<file path="src/rtl/nexusv_pkg.sv">
// Shared CLINT definitions: register offsets within the 64 KiB window,
// mtimecmp reset value and the bus slave state encoding.
package nexusv_pkg;

    localparam logic [15:0] CLINT_MSIP_OFF     = 16'h0000;
    localparam logic [15:0] CLINT_MTIMECMP_OFF = 16'h4000;
    localparam logic [15:0] CLINT_MTIME_OFF    = 16'hBFF8;

    // All-ones keeps every timer interrupt quiet until software programs it.
    localparam logic [63:0] CLINT_MTIMECMP_RST = 64'hFFFF_FFFF_FFFF_FFFF;

    typedef enum logic {
        ST_IDLE = 1'b0,
        ST_RESP = 1'b1
    } clint_state_e;

endpackage

</file>
<file path="src/rtl/nexusv_clint_timer.sv">
// 64-bit mtime counter with a TICK_DIV prescaler. Bus writes to either half
// take priority over a coincident tick and leave the other half untouched.
module nexusv_clint_timer #(
    parameter int unsigned TICK_DIV = 1
) (
    input  logic        clk,
    input  logic        rst,
    input  logic        tick_en,
    input  logic        wr_lo,
    input  logic        wr_hi,
    input  logic [31:0] wdata,
    output logic [63:0] value
);

    logic [15:0] presc;
    logic [63:0] mtime;
    logic        tick;

    assign tick  = tick_en && (presc == 16'(TICK_DIV - 1));
    assign value = mtime;

    // Prescaler: free-running modulo TICK_DIV, unaffected by mtime writes.
    always_ff @(posedge clk) begin
        if (rst) begin
            presc <= '0;
        end else if (tick_en) begin
            presc <= tick ? '0 : presc + 16'd1;
        end
    end

    // mtime: write beats tick; wraps naturally at 2^64.
    always_ff @(posedge clk) begin
        if (rst) begin
            mtime <= '0;
        end else if (wr_lo) begin
            mtime[31:0] <= wdata;
        end else if (wr_hi) begin
            mtime[63:32] <= wdata;
        end else if (tick) begin
            mtime <= mtime + 64'd1;
        end
    end

endmodule

</file>
<file path="src/rtl/nexusv_clint.sv">
// Core-local interruptor: per-hart msip/mtimecmp registers, a shared mtime
// timer and a fixed two-cycle bus slave (request cycle, then ready cycle).
//
//   state   | meaning
//   IDLE    | waiting for bus_valid; request is decoded and committed on exit
//   RESP    | bus_ready high with registered read data; requests not accepted
module nexusv_clint import nexusv_pkg::*; #(
    parameter int          NUM_HARTS = 1,
    parameter logic [31:0] BASE_ADDR = 32'h0200_0000,
    parameter int unsigned TICK_DIV  = 1
) (
    input  logic                 clk,
    input  logic                 rst,
    input  logic [31:0]          bus_addr,
    input  logic [31:0]          bus_wdata,
    input  logic                 bus_write,
    input  logic                 bus_valid,
    output logic [31:0]          bus_rdata,
    output logic                 bus_ready,
    output logic [NUM_HARTS-1:0] mtip,
    output logic [NUM_HARTS-1:0] msip,
    output logic [63:0]          mtime_o
);

    clint_state_e                  state;
    logic                          ready_q;
    logic [31:0]                   rdata_q;
    logic [31:0]                   off;
    logic [15:0]                   off16;
    logic                          in_win;
    logic                          accept;
    logic                          wr_fire;
    logic                          mt_wr_lo;
    logic                          mt_wr_hi;
    logic [63:0]                   mtime;
    logic [31:0]                   rd_val;
    logic [NUM_HARTS-1:0][31:0]    hart_rd;

    assign off     = bus_addr - BASE_ADDR;
    assign in_win  = (off[31:16] == 16'h0000);
    assign off16   = off[15:0];
    assign accept  = (state == ST_IDLE) && bus_valid;
    assign wr_fire = accept && bus_write && in_win;

    assign mt_wr_lo = wr_fire && (off16 == CLINT_MTIME_OFF);
    assign mt_wr_hi = wr_fire && (off16 == CLINT_MTIME_OFF + 16'd4);

    nexusv_clint_timer #(.TICK_DIV(TICK_DIV)) u_timer (
        .clk     (clk),
        .rst     (rst),
        .tick_en (1'b1),
        .wr_lo   (mt_wr_lo),
        .wr_hi   (mt_wr_hi),
        .wdata   (bus_wdata),
        .value   (mtime)
    );

    assign mtime_o = mtime;

    for (genvar h = 0; h < NUM_HARTS; h++) begin : g_hart
        localparam logic [15:0] MSIP_A = CLINT_MSIP_OFF + 16'(4 * h);
        localparam logic [15:0] CMP_A  = CLINT_MTIMECMP_OFF + 16'(8 * h);

        logic        msip_r;
        logic [63:0] cmp_r;
        logic        mtip_r;

        // Software interrupt pending bit; only bit 0 of the write is kept.
        always_ff @(posedge clk) begin
            if (rst) begin
                msip_r <= 1'b0;
            end else if (wr_fire && (off16 == MSIP_A)) begin
                msip_r <= bus_wdata[0];
            end
        end

        // mtimecmp halves written independently.
        always_ff @(posedge clk) begin
            if (rst) begin
                cmp_r <= CLINT_MTIMECMP_RST;
            end else if (wr_fire && (off16 == CMP_A)) begin
                cmp_r[31:0] <= bus_wdata;
            end else if (wr_fire && (off16 == CMP_A + 16'd4)) begin
                cmp_r[63:32] <= bus_wdata;
            end
        end

        // Registered unsigned compare, one cycle behind mtime/mtimecmp.
        always_ff @(posedge clk) begin
            if (rst) begin
                mtip_r <= 1'b0;
            end else begin
                mtip_r <= (mtime >= cmp_r);
            end
        end

        assign hart_rd[h] = (off16 == MSIP_A)        ? {31'b0, msip_r} :
                            (off16 == CMP_A)         ? cmp_r[31:0]     :
                            (off16 == CMP_A + 16'd4) ? cmp_r[63:32]    : 32'h0;
        assign msip[h] = msip_r;
        assign mtip[h] = mtip_r;
    end

    // Read mux; register offsets are disjoint so per-hart terms can be OR-ed.
    always_comb begin
        rd_val = '0;
        if (in_win) begin
            if (off16 == CLINT_MTIME_OFF) begin
                rd_val = mtime[31:0];
            end else if (off16 == CLINT_MTIME_OFF + 16'd4) begin
                rd_val = mtime[63:32];
            end
            for (int h = 0; h < NUM_HARTS; h++) begin
                rd_val = rd_val | hart_rd[h];
            end
        end
    end

    // Bus slave FSM with registered ready and read data.
    always_ff @(posedge clk) begin
        if (rst) begin
            state   <= ST_IDLE;
            ready_q <= 1'b0;
            rdata_q <= '0;
        end else begin
            case (state)
                ST_IDLE: begin
                    if (bus_valid) begin
                        state   <= ST_RESP;
                        ready_q <= 1'b1;
                        rdata_q <= bus_write ? 32'h0 : rd_val;
                    end
                end
                default: begin
                    state   <= ST_IDLE;
                    ready_q <= 1'b0;
                    rdata_q <= '0;
                end
            endcase
        end
    end

    // A reset arriving during the response cycle suppresses the completion.
    assign bus_ready = ready_q & ~rst;
    assign bus_rdata = bus_ready ? rdata_q : 32'h0;

endmodule

</file>
<file path="config.mk">
export PLATFORM = sky130hd
export DESIGN_NAME = nexusv_clint
export DESIGN_NICKNAME = d
export VERILOG_FILES = /design/src/rtl/nexusv_pkg.sv /design/src/rtl/nexusv_clint_timer.sv /design/src/rtl/nexusv_clint.sv
export SDC_FILE = /design/constraint.sdc
export NUM_CORES = 1
export LEC_CHECK = 0
export CAP_MARGIN = 25
export CORE_UTILIZATION = 25
export CTS_CLUSTER_SIZE = 10
export DETAILED_ROUTE_END_ITERATION = 10
export PLACE_DENSITY = 0.47
export SKIP_CTS_REPAIR_TIMING = 1
export SYNTH_ARGS = -nofsm -noshare
export SYNTH_HDL_FRONTEND = slang
export SYNTH_SLANG_ARGS = --single-unit
</file>
<file path="constraint.sdc">
create_clock -name clk -period 2.6 [get_ports clk]
set_input_delay 0.39 -clock clk [delete_from_list [all_inputs] [get_ports clk]]
set_output_delay 0.39 -clock clk [all_outputs]
set_load 0.02 [all_outputs]
</file>
### Word level (Yosys, flattened, before mapping)

Index checks and enable logic that the tools add are counted.

| storage, ports and cells | value |
|---|---|
| memory bits (read-only) | 0 |
| word-level logic and storage cells | 57 |
| latch bits | 0 |
| output and inout port bits | 99 |
| input port bits | 68 |
| memory bits (writable) | 0 |
| memories | 0 |
| bits in registers | 180 |

| cells by class | value |
|---|---|
| reduce and logical (&&, ||, !) cells | 18 |
| multipliers | 0 |
| bitwise gates (word level) | 6 |
| magnitude comparators | 1 |
| mux-type cells | 14 |
| div/mod/pow operators | 0 |
| eq/ne operators | 5 |
| shift operators | 0 |
| add/sub/neg operators | 3 |

Operators with widths:

| kind | count |
|---|---|
| 32-bit 2-to-1 mux | 12 |
| 64-bit by 1-bit adder with 64-bit output (second input constant) | 1 |
| 64-bit >= comparator | 1 |
| 64-bit 2-to-1 mux | 1 |
| 16-bit logical NOT | 3 |
| 16-bit by 15-bit == test with 1-bit output (second input constant) | 2 |
| 16-bit == test (second input constant) | 2 |
| 32-bit bitwise OR | 1 |
| 32-bit by 26-bit subtractor with 32-bit output (second input constant) | 1 |
| 16-bit by 1-bit adder with 16-bit output (second input constant) | 1 |
| 1-bit logical AND | 8 |
| 2-bit AND reduction | 3 |
| 1-bit NOT | 4 |
| 2-bit nonzero test | 2 |
| 2-bit OR reduction | 2 |
| 2-bit != test (second input constant) | 1 |
| 1-bit bitwise AND | 1 |
| 1-bit 2-to-1 mux | 1 |

### Depth between registers and ports, before layout

Gate-level depths: netlist of run 1.

| logic depth | value |
|---|---|
| depth after elaboration | 8 |
| depth in mapped cells | 11 |
| depth with buffers taken out | 8 |

### Hierarchy

Synthesis of run 1 repeated with hierarchy kept, for this count alone.

| unflattened totals | value |
|---|---|
| cells, all modules | 1,370 |
| area, all modules | 11,145.7 um^2 |

Modules (own cells, without submodules):

| module | instances | cells an instance | area each (um^2) | sequential area each (um^2) |
|---|---|---|---|---|
| nexusv_clint | 1 | 720 | 6,238.5 | 2,001.9 |
| nexusv_clint_timer | 1 | 650 | 4,907.2 | 1,601.5 |

### Worst setup path before layout of run 1

Ideal clock, no wire load.

| path | value |
|---|---|
| kind | in2reg |
| from | input bus_addr[25] |
| to | register g_hart[0].cmp_r[33] |
| path slack | 53 ps |
| required time | 2,459 ps |
| data arrival time | 2,405 ps |
| path buffers | 2 |
| library setup time | 141 ps |
| stages on the path | 9 |
| cell sequence | inv_1 -> ha_1 -> and4b_1 -> nand4_1 -> or3_1 -> clkbuf_1 -> nor3_2 -> clkbuf_1 -> o211ai_1 |

| on the way | value |
|---|---|
| cells in the longest elaborated chain, start to end | 6 |
| elaborated cells between the ends (all ways) | 7 |
| those cells by class | add/sub: 1; bitwise: 1; reduce/logical: 5 |

RTL lines:

| item | line | source |
|---|---|---|
| start: declaration | nexusv_clint.sv:14 | `input logic [31:0] bus_addr,` |
| 32-bit by 26-bit subtractor with 32-bit output (*) | nexusv_clint.sv:39 | `assign off = bus_addr - BASE_ADDR;` |
| 16-bit logical NOT (*) | nexusv_clint.sv:40 | `assign in_win = (off[31:16] == 16'h0000);` |
| 1-bit logical AND (*) | nexusv_clint.sv:43 | `assign wr_fire = accept && bus_write && in_win;` |
| 1-bit logical AND | nexusv_clint.sv:81 | `end else if (wr_fire && (off16 == CMP_A)) begin` |
| 1-bit NOT (no line) | - |  |
| 2-bit AND reduction (no line) (*) | - |  |
| end signal: assignment | nexusv_clint.sv:84 | `cmp_r[63:32] <= bus_wdata;` |
| end: declaration | nexusv_clint.sv:65 | `logic [63:0] cmp_r;` |

Every way passes the cells marked *; elsewhere a longest branch is shown, timed or not.
A chain may end at the register's enable or synchronous reset.

### Worst setup path in the final report of run 1

| path | value |
|---|---|
| from | input bus_addr[26] |
| to | register g_hart[0].cmp_r[33] |

Same word-level chain as after synthesis.

==> key figures, run 1 <==
Outcome
  – Status: complete, no violations

Route
  – DR iter-0 viols: 984
  – Vias: 11.8k
  – DRC violations left: 0
  – Wire per inst: 21.8 microns
  – First-pass DRT Iterations: 9
  – Antenna viol nets, final: 0
  – Drt total wl: 47.7 mm
  – Post-DR vias/cell: 5.40

Pwr
  – Pwr dens: between 300 and 400 nW/um^2
  – Leakage power: 5.78 nW
  – VDD IR max: 0.000334 V
  – Total power: 5.69 mW

Floorplanning
  – Core area: 42300 sq um
  – Die height: 210 microns
  – Initial Utilization: between 20% and 30%
  – Chip width: 210 microns
  – Rows: 75
  – IO Count: 167
  – Die area: roughly 44000 sq um

Placed design
  – Setup WS pre-CTS: -0.520 ns
  – Placed Cells: approximately 2.2k
  – PortBufs: 166
  – Area post-placement: 14300 sq um
  – RePlAce Congestion: 0.936
  – Dpl hpwl: 35.2 mm

Synthesis
  – #FFs+latches synth: 180
  – Mapped Avg Cell Area: a little over 8 sq um
  – Post-synth EDFFs: 0
  – Post-Syn Area: 10800 sq um
  – Main synth FF type: dfxtp_1
  – Synth unique cells: 67
  – Synth Instances: approximately 1.3k
  – Yosys warnings: 0
  – Mapped Nets: 1475
  – Post-synth ARST share: 0%
  – Sequential fraction of the synthesis area: about a third

Global routing
  – Largest net degree at the start of global routing: 59
  – First-pass GRT wire length: 71.3 mm
  – Total Routing Usage GR: 21.4%
  – Vias in the first global route: 11.4k
  – Overflow after GRT: 0
  – Initial antenna violation count: 0

STA
  – Setup ws final: 0.0994 ns
  – Slew HR: 60.0%
  – Max Slew Vio Count: 0
  – Worst slew pin tran: roughly 0.60 ns
  – RSZ-0062 raised after global routing: no
  – # setup viols final: 0
  – Clock Skews: between 0.01 and 0.015 ns
  – Max Clk Rate: 400 MHz
  – Period minus WS final: 2.50 ns
  – Final Hold Fails: 0
  – Final Cycle Share: 96.2%

Worst setup path
  – CP required: roughly 2.9 ns
  – CP Capture Point: g_hart[0].cmp_r[33]$_SDFFE_PP1P_
  – Crit path DAT: between 2 and 3 ns
  – Crit Reg-Reg Endpoint: u_timer.value[58]$_SDFFE_PP0P_
  – Critical path peak fanout: 16
  – Worst reg2reg path depth: 6
  – CP Launch Point: bus_addr[26]
  – WS Path Type: input port to register
  – Crit start category: input port
  – FF-to-FF Start: u_timer.value[42]$_SDFFE_PP0P_
  – CP endpoint kind: register
  – Flop-to-flop setup slack: 0.17 ns

CTS
  – CTS tree: done
  – Num CTS Buffers: 17
  – Skew-Pair Late Insertion Delay: 0.45 ns
  – Clock sinks: 180
  – H-tree Lvls: 4
  – CTS Root Cell: clkbuf_16
  – CTS clk-pin slew, worst paths: 0.07 ns
  – Longest Clk Path Bufs: 2

Final layout
  – Commonest non-fill, non-tap cell in the layout: dfxtp_1
  – Nets@finish: roughly 1.7k
  – Number of antenna cells inserted: 0
  – Most frequent cells in the layout: dfxtp_1 (178), clkdlybuf4s50_1 (164), nand2_1 (151)
  – Design area: 15000 sq um
  – Post-layout util: 35.5%
  – Layout area overhead: 38.5%
  – Share of layout cells above drive strength 1: 14.3%
  – Layout Cells excl Fill: ~2.2k

Job
  – # Max-Cap Violations: 0

Min path
  – Hold crit path type: register to register
state kept, by name (all words and copies together) (netlist names):
name / cells
g_hart.cmp_r: 64
msip: 1
mtip: 1
rdata_q: 32
ready_q: 1
state: 1
u_timer.presc: 16
u_timer.value: 64
worst max-delay path, cell delays in order:
cell             delay [ns]
clkdlybuf4s50_1        0.45
inv_1                  0.04
ha_1                   0.26
and4b_1                0.20
nand4_1                0.17
or3_4                  0.44
buf_6                  0.15
nor3_4                 0.19
buf_6                  0.20
clkbuf_16              0.20
o211ai_1               0.09
where the power goes:
group	total (mW)	switching [mW]	internal [mW]
combinational	0.345	0.197	0.148
sequential	2.77	0.00598	2.76
clock	2.58	1.22	1.35
total	5.69	1.43	4.26
layer usage:
metal | track usage (%) | share of wire (%) | vias up
li1 | - | - | 5633
met1 | 29.0 | 46 | 5761
met2 | 35.1 | 47 | 392
met3 | 2.91 | 4.9 | 43
met4 | 6.12 | 1.8 | 0
met5 | 0 | 0 | -
final cells by class:
type	count	area, sq um
fill	4371	27300
multi-input combinational	985	6660
sequential	180	3610
timing repair buffer	334	3180
tap	577	722
clock buffer	21	450
inverter	82	308
clock inverter	11	104
through the flow:
stage / hold slack (ns) / TNS (ns)
6_report: 0.473 / 0
5_1_grt: 0.476 / 0
4_1_cts: 0.453 / -0.161
3_5_place_dp: 0.453 / -50.39
3_3_place_gp: 0.440 / -49.93
2_1_floorplan: 0.427 / 0
Yosys cell counts (all sizes together) (6+ instances only):
cell type  instances  area [sq um]
nor3              19           111
and2              41           257
a22oi             38           285
or4               15           113
a211oi            18           135
a21oi             53           265
o22ai              8          50.1
nor2              87           327
xor2              17           149
a311oi            23           201
o211ai            85           638
clkbuf            74           278
and4              13           114
o31ai             13          97.6
nand4             39           256
nor4              24           205
nor2b              6          37.5
a2bb2oi            8          70.1
ha                68           851
a21o               6          45.0
o21ai             51           255
inv               81           304
dfxtp            180          3600
a221oi            28           245
buf               18          86.3
and3              13          81.3
or3               25           156
a222oi            25           250
nand2            151           567
nand3             43           220
cell families (layout without fill, tap and decap cells):
family,after synthesis,after routing,share of synthesized area (%)
AO/OA/AOI/OAI,401,401,27.0
multiplexers,4,4,0.369
AND/OR/NAND/NOR,490,490,23.6
adder cells (fa/ha/maj),68,68,7.84
buffers and inverters,174,448,6.19
flip-flops,180,180,33.2
XOR/XNOR,22,22,1.78
worst min path at each step:
stage          cells past startpoint  slack [ns]                   end                  from
4_1_cts                            3        0.45     msip$_SDFFE_PP0P_                   rst
3_3_place_gp                       2        0.44  ready_q$_SDFFE_PP0P_  ready_q$_SDFFE_PP0P_
3_5_place_dp                       2        0.45  ready_q$_SDFFE_PP0P_  ready_q$_SDFFE_PP0P_
5_1_grt                            3        0.48     msip$_SDFFE_PP0P_                   rst
2_1_floorplan                      2        0.43  ready_q$_SDFFE_PP0P_  ready_q$_SDFFE_PP0P_
6_report                           2        0.47  ready_q$_SDFFE_PP0P_  ready_q$_SDFFE_PP0P_
Power figures use the tool's default switching activity.
==> run 2: changes to the inputs <==
--- a/config.mk
+++ b/config.mk
@@ -11,6 +11,7 @@
 export DETAILED_ROUTE_END_ITERATION = 10
 export PLACE_DENSITY = 0.47
 export SKIP_CTS_REPAIR_TIMING = 1
+export SLEW_MARGIN = 20
 export SYNTH_ARGS = -nofsm -noshare
 export SYNTH_HDL_FRONTEND = slang
 export SYNTH_SLANG_ARGS = --single-unit
==> results of run 2 <==
Final layout, timing and power as in run 1 (identical DEF).
==> edit 1, RTL diff (settings of run 1) <==
Set the parameter `NUM_HARTS` to 2 (it was 1).
--- a/src/rtl/nexusv_clint.sv
+++ b/src/rtl/nexusv_clint.sv
@@ -5,7 +5,7 @@
 //   IDLE    | waiting for bus_valid; request is decoded and committed on exit
 //   RESP    | bus_ready high with registered read data; requests not accepted
 module nexusv_clint import nexusv_pkg::*; #(
-    parameter int          NUM_HARTS = 1,
+    parameter int          NUM_HARTS = 2,
     parameter logic [31:0] BASE_ADDR = 32'h0200_0000,
     parameter int unsigned TICK_DIV  = 1
 ) (
Interface: changed (resized msip and mtip); port bits go from 167 to 169. The function was not compared with the original's and may differ.
==> edit 1 against run 1 <==
Final cell count increased by 33%. Cell area rose by 33%. Worst setup slack got worse by 0.076 ns. Register-to-register slack worse by 0.15 ns. Count of clock-buffer cells in the layout rose by 27. Wire length up 27%. Area after synthesis rose by 37%. Combinational power rose by 26%. Global-route usage decreased by 1.6 points. Worst hold slack lost 0.14 ns. Total power is 45% higher. Critical path depth shrank 2. Sequential cell count is 66 higher.
==> edit 1: results (changes against run 1) <==
metric;value;unit;change
Setup Skew;0.00877;ns;was 0.0143 ns
Wirelength per Cell;20.8;um;was 21.8 um
PortBufs;168;;was 166
Data arrival, critical path;3.02;ns;was 2.79 ns
end point of the worst hold path;g_hart[1].cmp_r[30]$_SDFFE_PP1P_;;was ready_q$_SDFFE_PP0P_
H-tree Lvls;1;;was 4
number of clock sinks;246;;was 180
Storage cell area;4920;um^2;was 3610 um^2
hold depth;3;;was 2
placed cells;2863;;was 2151
overall track demand over capacity in global routing;0.198;;was 0.214
global-route wire length before repair;92.2;mm;was 71.3 mm
Non-clock buffering overhead;0.186;;was 0.212
Peak supply drop;472;uV;was 334 uV
portion of the layout cell area used by clock cells;0.0455;;was 0.0369
cell count of the worst reg-to-reg path;9;;was 6
mean area per synthesized cell;8.07;um^2;was 8.10 um^2
non-clock inverter count in the final layout;140;;was 82
GR Layer Usage met1;0.266;;was 0.290
pwr/cell area;413;nW/um^2;was 379 nW/um^2
total iterations of the first detailed-routing run;8;;was 9
placed cell areas;19000;um^2;was 14300 um^2
worst setup margin;0.0234;ns;was 0.0994 ns
mux cell area share after synthesis;0.00337;;was 0.00369
post-detailed-route via-to-cell ratio;5.19;;was 5.40
kind of cell adding the most delay to the critical path;compound AO/OA/AOI/OAI gates;;was buffers and inverters
number of clock-tree buffers in the layout;48;;was 21
number of buffers added by the clock tree synthesis step;30;;was 17
Slew @ Worst Pin;0.898;ns;was 0.599 ns
clock insertion delay at the later pin of the skew report;0.58;ns;was 0.45 ns
compound-cell area share of the yosys netlist;0.233;;was 0.270
first element of the critical path;u_timer.value[35]$_SDFFE_PP0P_;;was bus_addr[26]
wire length on met1;28.0;mm;was 22.0 mm
Final HPWL DP;45.8;mm;was 35.2 mm
adder-cell share of the synthesized area;0.111;;was 0.0784
routability-driven placement congestion ratio;0.879;;was 0.936
synth top area cells;sky130_fd_sc_hd__dfxtp_1 33%, sky130_fd_sc_hd__ha_1 11%, sky130_fd_sc_hd__o211ai_1 6.6%;;was sky130_fd_sc_hd__dfxtp_1 33%, sky130_fd_sc_hd__ha_1 7.8%, sky130_fd_sc_hd__o211ai_1 5.9%
maximum buffer depth of the clock tree;3;;was 2
crit path max fanout;3;;was 16
classification of the worst-slack hold path;in -> reg;;was reg -> reg
Distinct cells, synth;66;;was 67
met2 routed WL;27.8;mm;was 22.5 mm
Synth Area in XOR/XNOR;0.0260;;was 0.0178
largest net degree at the start of global routing;70;;was 59
status;completed;;unchanged
largest stage delay on the critical path;0.49;ns;was 0.45 ns
Repair and plain buffers;387;;was 334
==> edit 1: cell types whose count changed after synthesis, moves of 39 or more <==
cell / before / now
sky130_fd_sc_hd__a21oi_1: 53 / 116
sky130_fd_sc_hd__and3_1: 13 / 52
sky130_fd_sc_hd__dfxtp_1: 180 / 246
sky130_fd_sc_hd__ha_1: 68 / 132
sky130_fd_sc_hd__inv_1: 81 / 139
sky130_fd_sc_hd__nand2_1: 151 / 194
sky130_fd_sc_hd__nor3_1: 17 / 56
sky130_fd_sc_hd__o211ai_1: 85 / 130
==> edit 1: where the power goes <==
part / switching, W / internal [W] / total, W
Sequential: 0.00000419 / 0.00378 / 0.00378
Combinational: 0.000265 / 0.000170 / 0.000436
Clock: 0.00171 / 0.00235 / 0.00406
==> edit 1: kinds of logic (layout without fill, tap and decap cells) <==
family	Yosys count	count (layout)
mux	5	5
xor+xnor	44	44
flops	246	246
simple gates	648	648
fa+ha+maj	132	132
compound gates	503	503
buf+inv	260	575
==> edit 2, RTL diff (settings of run 1) <==
Made on the original files. Reset style: asynchronous (`rst`), changed in 6 clocked blocks.
--- a/src/rtl/nexusv_clint_timer.sv
+++ b/src/rtl/nexusv_clint_timer.sv
@@ -20,7 +20,7 @@
     assign value = mtime;
 
     // Prescaler: free-running modulo TICK_DIV, unaffected by mtime writes.
-    always_ff @(posedge clk) begin
+    always_ff @(posedge clk or posedge rst) begin
         if (rst) begin
             presc <= '0;
         end else if (tick_en) begin
@@ -29,7 +29,7 @@
     end
 
     // mtime: write beats tick; wraps naturally at 2^64.
-    always_ff @(posedge clk) begin
+    always_ff @(posedge clk or posedge rst) begin
         if (rst) begin
             mtime <= '0;
         end else if (wr_lo) begin
--- a/src/rtl/nexusv_clint.sv
+++ b/src/rtl/nexusv_clint.sv
@@ -66,7 +66,7 @@
         logic        mtip_r;
 
         // Software interrupt pending bit; only bit 0 of the write is kept.
-        always_ff @(posedge clk) begin
+        always_ff @(posedge clk or posedge rst) begin
             if (rst) begin
                 msip_r <= 1'b0;
             end else if (wr_fire && (off16 == MSIP_A)) begin
@@ -75,7 +75,7 @@
         end
 
         // mtimecmp halves written independently.
-        always_ff @(posedge clk) begin
+        always_ff @(posedge clk or posedge rst) begin
             if (rst) begin
                 cmp_r <= CLINT_MTIMECMP_RST;
             end else if (wr_fire && (off16 == CMP_A)) begin
@@ -86,7 +86,7 @@
         end
 
         // Registered unsigned compare, one cycle behind mtime/mtimecmp.
-        always_ff @(posedge clk) begin
+        always_ff @(posedge clk or posedge rst) begin
             if (rst) begin
                 mtip_r <= 1'b0;
             end else begin
@@ -117,7 +117,7 @@
     end
 
     // Bus slave FSM with registered ready and read data.
-    always_ff @(posedge clk) begin
+    always_ff @(posedge clk or posedge rst) begin
         if (rst) begin
             state   <= ST_IDLE;
             ready_q <= 1'b0;
Function: differs if rst is asserted again (counterexample within 4 cycles, from zero or initial values and one cycle with rst high); with rst held inactive, the same outputs for 4 cycles.
==> edit 2 against run 1 <==
Cell area is 0.73% higher. Synthesized cell count decreased by 16%. Fmax fell by 1.8%. Worst setup slack worse by 0.047 ns. Non-clock buffer count down 35. Area after synthesis is 1.8% higher. Combinational power down 7.0%. Total power decreased by 1.7%. Die area up 1.8%. Sequential cell count did not move. Via count fell by 18%. Wire length down 19%. First-iteration DRC count is 41% lower. Largest power group unchanged.
==> edit 2: results (changes against run 1) <==
metric;value;unit;change
met2 routed WL;18.5;mm;was 22.5 mm
endpoint of the worst register-to-register path;mtip$_DFF_PP0_;;was u_timer.value[58]$_SDFFE_PP0P_
crit path max fanout;3;;was 16
vias in the first global route;9991;;was 11400
Distinct cells, synth;71;;was 67
fill count;4483;;was 4371
met3 Use GR;0.0264;;was 0.0291
synth top area cells;sky130_fd_sc_hd__dfrtp_1 26%, sky130_fd_sc_hd__dfstp_2 15%, sky130_fd_sc_hd__mux2_2 9.9%;;was sky130_fd_sc_hd__dfxtp_1 33%, sky130_fd_sc_hd__ha_1 7.8%, sky130_fd_sc_hd__o211ai_1 5.9%
largest stage delay on the critical path;0.53;ns;was 0.45 ns
FF-to-FF Start;g_hart[0].cmp_r[35]$_DFFE_PP1P_;;was u_timer.value[42]$_SDFFE_PP0P_
Async SR Flop Fraction;1.00;;was 0
largest net degree at the start of global routing;47;;was 59
met3 WL;1.42;mm;was 2.33 mm
cell count of the worst reg-to-reg path;10;;was 6
hold depth;4;;was 2
routability-driven placement congestion ratio;0.818;;was 0.936
Std-Cell Rows;76;;was 75
switching share of power;0.249;;was 0.251
adder-cell share of the synthesized area;0.0770;;was 0.0784
Repair and plain buffers;299;;was 334
mean area per synthesized cell;9.81;um^2;was 8.10 um^2
violation count after the first detailed-route iteration;576;;was 984
most frequent cells after synthesis;116 x sky130_fd_sc_hd__dfrtp_1, 113 x sky130_fd_sc_hd__nand2_1, 97 x sky130_fd_sc_hd__mux2_2;;was 180 x sky130_fd_sc_hd__dfxtp_1, 151 x sky130_fd_sc_hd__nand2_1, 87 x sky130_fd_sc_hd__nor2_1
post-detailed-route via-to-cell ratio;4.89;;was 5.40
overall track demand over capacity in global routing;0.176;;was 0.214
Data arrival, critical path;2.89;ns;was 2.79 ns
count of placed standard cells in the final layout, fillers left out;1982;;was 2190
Seq area share;0.303;;was 0.240
status;completed;;unchanged
count of nets after finishing;1520;;was 1736
kind of cell adding the most delay to the critical path;compound AO/OA/AOI/OAI gates;;was buffers and inverters
CP Class;reg -> reg;;was in -> reg
share of post-route cells with drive strength above 1;0.271;;was 0.143
edit 2: worst min path at each step:
stage | from | to | slack, ns
finish | bus_addr[2] | msip$_DFFE_PP0P_ | 0.40
global route | bus_addr[2] | msip$_DFFE_PP0P_ | 0.42
CTS | bus_addr[2] | msip$_DFFE_PP0P_ | 0.38
detailed placement | rdata_q[30]$_DFFE_PP0P_ | rdata_q[30]$_DFFE_PP0P_ | 0.46
global placement | state$_DFF_PP0_ | ready_q$_DFFE_PP0P_ | 0.45
floorplan | state$_DFF_PP0_ | ready_q$_DFFE_PP0P_ | 0.43
edit 2: through the flow:
stage / worst slack (ns) / util / hold slack [ns] / area (um^2)
after global routing: -0.0404 / 0.349 / 0.419 / 15100
after detailed placement: -0.562 / 0.332 / 0.464 / 14400
after CTS: -0.245 / 0.344 / 0.379 / 14900
final: 0.0524 / 0.349 / 0.398 / 15100
after global placement: -0.552 / 0.332 / 0.453 / 14400
after floorplan: -0.0463 / - / 0.425 / 11000
